[config.mk]
export PLATFORM = sky130hd
export DESIGN_NAME = gate_filter_unit
export DESIGN_NICKNAME = d
export VERILOG_FILES = /design/src/rtl/gate_filter_unit.sv
export SDC_FILE = /design/constraint.sdc
export NUM_CORES = 1
export LEC_CHECK = 0
export CORE_ASPECT_RATIO = 0.8
export CORE_UTILIZATION = 50
export DETAILED_ROUTE_END_ITERATION = 8
export PLACE_DENSITY = 0.95
export SLEW_MARGIN = 0
export SYNTH_ARGS = -nofsm -noshare
export SYNTH_HDL_FRONTEND = slang
export SYNTH_SLANG_ARGS = --single-unit
export TNS_END_PERCENT = 20
[constraint.sdc]
create_clock -name clk -period 3.2 [get_ports clk]
set_clock_uncertainty 0.05 [all_clocks]
set_input_delay 0.48 -clock clk [delete_from_list [all_inputs] [get_ports clk]]
set_output_delay 0.48 -clock clk [all_outputs]
set_load 0.02 [all_outputs]
[src/rtl/gate_filter_unit.sv]
// Selectable AND/OR/XOR/NAND reduction of synchronised ui_in operands, debounced, with edge pulses and rise counter.
// Define GATE_FILTER_RISE_SAT_EN to make the rise counter saturate at 255 instead of wrapping.
module gate_filter_unit #(
  parameter int NUM_IN      = 2,
  parameter int DEB_CYCLES  = 4,
  parameter int SYNC_STAGES = 2
) (
  input  logic       clk,
  input  logic       rst_n,
  input  logic [7:0] ui_in,
  output logic [7:0] uo_out,
  input  logic [7:0] uio_in,
  output logic [7:0] uio_out,
  output logic [7:0] uio_oe
);

  localparam logic [7:0] DEB_MAX = 8'(DEB_CYCLES - 1);

  // ctl bits: [1:0] opcode, [2] count clear, [3] hold
  logic [SYNC_STAGES-1:0][NUM_IN-1:0] op_sync_q, op_sync_d;
  logic [SYNC_STAGES-1:0][3:0]        ctl_sync_q, ctl_sync_d;

  logic       raw_q, raw_d;
  logic       filt_q, filt_d;
  logic [7:0] deb_cnt_q, deb_cnt_d;
  logic       rise_q, rise_d;
  logic       fall_q, fall_d;
  logic [7:0] rise_cnt_q, rise_cnt_d;

  logic [NUM_IN-1:0] ops;
  logic [1:0]        opcode;
  logic              clr;
  logic              hold;

  logic unused_inputs;
  assign unused_inputs = ^{ui_in, uio_in[7:4]};

  assign ops    = op_sync_q[SYNC_STAGES-1];
  assign opcode = ctl_sync_q[SYNC_STAGES-1][1:0];
  assign clr    = ctl_sync_q[SYNC_STAGES-1][2];
  assign hold   = ctl_sync_q[SYNC_STAGES-1][3];

  always_comb begin
    op_sync_d     = op_sync_q;
    ctl_sync_d    = ctl_sync_q;
    op_sync_d[0]  = ui_in[NUM_IN-1:0];
    ctl_sync_d[0] = uio_in[3:0];
    for (int i = 1; i < SYNC_STAGES; i++) begin
      op_sync_d[i]  = op_sync_q[i-1];
      ctl_sync_d[i] = ctl_sync_q[i-1];
    end
  end

  always_comb begin
    raw_d = 1'b0;
    case (opcode)
      2'b00:   raw_d = &ops;
      2'b01:   raw_d = |ops;
      2'b10:   raw_d = ^ops;
      default: raw_d = ~&ops;
    endcase
  end

  // Debounce: filt follows raw_q only after DEB_CYCLES consecutive disagreeing edges.
  always_comb begin
    filt_d     = filt_q;
    deb_cnt_d  = deb_cnt_q;
    rise_d     = 1'b0;
    fall_d     = 1'b0;
    rise_cnt_d = rise_cnt_q;
    if (hold) begin
      deb_cnt_d = 8'd0;
    end else if (raw_q == filt_q) begin
      deb_cnt_d = 8'd0;
    end else if (deb_cnt_q == DEB_MAX) begin
      filt_d    = raw_q;
      deb_cnt_d = 8'd0;
      rise_d    = raw_q;
      fall_d    = ~raw_q;
    end else begin
      deb_cnt_d = deb_cnt_q + 8'd1;
    end

    if (clr) begin
      rise_cnt_d = 8'd0;
    end else if (rise_d) begin
`ifdef GATE_FILTER_RISE_SAT_EN
      if (rise_cnt_q != 8'hFF) rise_cnt_d = rise_cnt_q + 8'd1;
`else
      rise_cnt_d = rise_cnt_q + 8'd1;
`endif
    end
  end

  always_ff @(posedge clk or negedge rst_n) begin
    if (!rst_n) begin
      op_sync_q  <= '0;
      ctl_sync_q <= '0;
      raw_q      <= 1'b0;
      filt_q     <= 1'b0;
      deb_cnt_q  <= 8'd0;
      rise_q     <= 1'b0;
      fall_q     <= 1'b0;
      rise_cnt_q <= 8'd0;
    end else begin
      op_sync_q  <= op_sync_d;
      ctl_sync_q <= ctl_sync_d;
      raw_q      <= raw_d;
      filt_q     <= filt_d;
      deb_cnt_q  <= deb_cnt_d;
      rise_q     <= rise_d;
      fall_q     <= fall_d;
      rise_cnt_q <= rise_cnt_d;
    end
  end

  assign uo_out  = {rise_cnt_q[7:4], raw_q, fall_q, rise_q, filt_q};
  assign uio_out = {rise_cnt_q[3:0], 4'b0000};
  assign uio_oe  = 8'hF0;

endmodule

==> out/metrics.cfg <==
[sta]
setup_viol = 0
setup_tns_ps = 0
rsz0062_at_grt = no
drv_slew = 0
final_hold_viol_count = 0
period_needed_ps = 2400
fin_ws_ps = 798
holdWs_ps = 303
worstMarginPinSlew_ps = 541
period_share_pct = 75.1
relSlewSlack_pct = 63.7
fmax_mhz = 416

[detailed_routing]
viasPerCell = 4.95
firstDrtPassIters = 4
ant_nets = 0
num_vias = 931
wl_per_cell_um = 12.4
drc = 0
wl_um = 2330
drt_first_iter_violations = 13

[power]
power_frac_seq_pct = 53.1
pwr-share-clk_pct = 35.6
p_sw_share_pct = 25.3
powerDensity_nw_per_um2 = 503
p_leak_nw = 0.735
peakVddDrop_v = 0.000279
combPwrFrac_pct = 11.3
internal_power_w = 0.000625
p_sw_w = 0.000211

[layout]
n_antenna_cell = 0
synthToLayoutAreaGrowth_pct = 15.6
drive_above_1_share_pct = 8.67
design_area_um2 = 1660
fin_cells = 188
layout.nets = 172

[setup_path]
cp.buffers_inverters = 0
timing.critical_path.cells = ha_1 > or4b_1 > or4_4 > or3_1 > a21oi_1
worstSetupEndpointType = flip-flop
slowest_stage = or4b_1
worstSetupStartpointType = flip-flop
cp.arrival_ps = 2620
cp_max_fo = 6
cp_top_family = simple AND/OR/NAND/NOR gates
setup.worst_path.start = deb_cnt_q[0]
slowest_delay_ps = 560
worstPathRequired_ps = 3410
rr_startpoint = deb_cnt_q[0]
criticalPathCategory = flip-flop to flip-flop

[clocking]
cts_resized = 0
cts.reportedPaths.clkPinSlew_ps = 100
worstSkewPairLatency_ps = 340
clock_path_buffers = 2
cts_setup_buffers = 0
cts_hold_buffers = 0
cts_max_level = 2
numCtsBuffers = 5
cts.sinks = 32
clock-root-buffer = clkbuf_4
cts_tree = yes

[die]
rows = 17
die_y_um = 50.0
start_util_pct = 52.4
die_w_um = 62.0
core_area_um2 = 2740
io_pins = 42
die_area_um2 = 3100

[placed_design]
place_ws_ps = 804
dpl_cell_area_um2 = 1590
port_buffers = 19
dp.cells = 180
dp_hpwl_um = 1700
gp_congestion = 0.818

[synth]
synth_seq_cells = 32
synth.largest_area_cell = dfrtp_1
syn_avg_cell_area_um2 = 11.1
synth_area_leaders = dfrtp_1, buf_4, nor2_1, ha_1, xnor2_1
synth_top_family_by_area = simple AND/OR/NAND/NOR gates
yosysSeqAreaShare_pct = 55.7
synthCells = 130
synth.top_cell.area_share_pct = 55.7
yosys.area_share.simple_pct = 17.0
muxShareOfSynthArea_pct = 1.48
yosysWarnings = 0
synth-adder-area-share_pct = 4.35
synth.distinct_cells = 31
synth_compound_area_share_pct = 4.18
synthXorXnorAreaFrac_pct = 6.09
synth_area_um2 = 1440

[global_routing]
grt_usage_pct = 18.0
grt_pass1_vias = 908
grt_max_degree = 33
grt_pass1_wl_um = 3820
gr-total-overflow = 0
grt_antenna_before_repair = 0

[run_status]
status = finished, final reports clean

[job]
cap_violations = 0

[min_path]
hp-start = ctl_sync_d[6]
hp-class = flip-flop to flip-flop

[final cells by class]
cell class	instances	area, µm²
fill	224	1080
inverter	5	18.8
sequential	32	801
timing repair buffer	20	198
clock buffer	6	41.3
multi-input combinational	85	520
clock inverter	2	35.0
tap	38	47.5
[power by group through the flow]
| stage | Sequential (W) | Combinational [W] | Clock (W) |
|---|---|---|---|
| floorplan | 0.000445 | 0.0000787 | 0 |
| global placement | 0.000449 | 0.0000908 | 0 |
| detailed placement | 0.000452 | 0.0000944 | 0 |
| CTS | 0.000444 | 0.0000952 | 0.000306 |
| global route | 0.000448 | 0.000107 | 0.000322 |
| finish | 0.000444 | 0.0000942 | 0.000298 |
[layout by cell type (no fill, tap or decap), drive strengths merged, types with 5 or more instances in the layout]
cell type and count:
dfrtp 32, clkdlybuf4s50 19, nor2 18, conb 12
xnor2 6, clkbuf 6, inv 5, a21oi 5
ha 5
[cell usage after synthesis (all sizes together)]
cell     n
o211ai   1
or4b     1
inv      5
or2      1
conb     2
or4      2
nand2b   2
a21oi    5
nor2    18
buf     18
nand4    2
nand4b   1
mux2     1
xor2     4
or3b     1
nand2    3
o21ai    4
xnor2    6
and2     1
dfrtp   32
or3      3
ha       5
nand3    3
and3     2
mux2i    1
o31ai    1
nor2b    1
nor4     4
[per-stage QoR]
stage | total power, W | util [%]
finish | 0.000837 | 60.6
CTS | 0.000845 | 60.6
global placement | 0.000539 | 57.8
detailed placement | 0.000547 | 57.8
global route | 0.000877 | 60.6
floorplan | 0.000523 | -
[worst paths after layout]
check | cells after the start | to | slack, ps
worst max register to register | 5 | rise_cnt_q[6] | 800
min in group asynchronous | 2 | rise_cnt_q[3] | 470
worst min register to register | 0 | clr | 300
worst min-delay path | 0 | clr | 300
worst max-delay path | 5 | rise_cnt_q[6] | 800
max in group asynchronous | 2 | raw_q | 2340
[logic make-up (layout without fill, tap and decap cells)]
| group | count (synthesis) | count (layout) |
|---|---|---|
| simple gates | 45 | 45 |
| flops | 32 | 32 |
| buf+inv | 23 | 33 |
| compound gates | 11 | 11 |
| xor+xnor | 10 | 10 |
| fa+ha+maj | 5 | 5 |
| other cells | 2 | 12 |
| mux | 2 | 2 |
[worst register-to-register path, cell delays in order (launching register included)]
cell,delay (ps)
dfrtp_1,420
ha_1,220
or4b_1,560
or4_4,550
or3_1,350
a21oi_1,160
[flip-flops by register name, indices dropped and copies added, names as in the netlist]
name / count
ops: 2
filt_q: 1
rise_q: 1
deb_cnt_q: 8
raw_q: 1
rise_cnt_q: 8
op_sync_d: 2
ctl_sync_q: 3
clr: 1
fall_q: 1
ctl_sync_d: 4
[per-layer routing]
metal / GRT usage [%] / routed length (µm)
met4: 7.41 / 40
met1: 19.2 / 914
met5: 0 / 0
met3: 9.19 / 150
met2: 29.4 / 1230
Power figures use the tool's default switching activity.
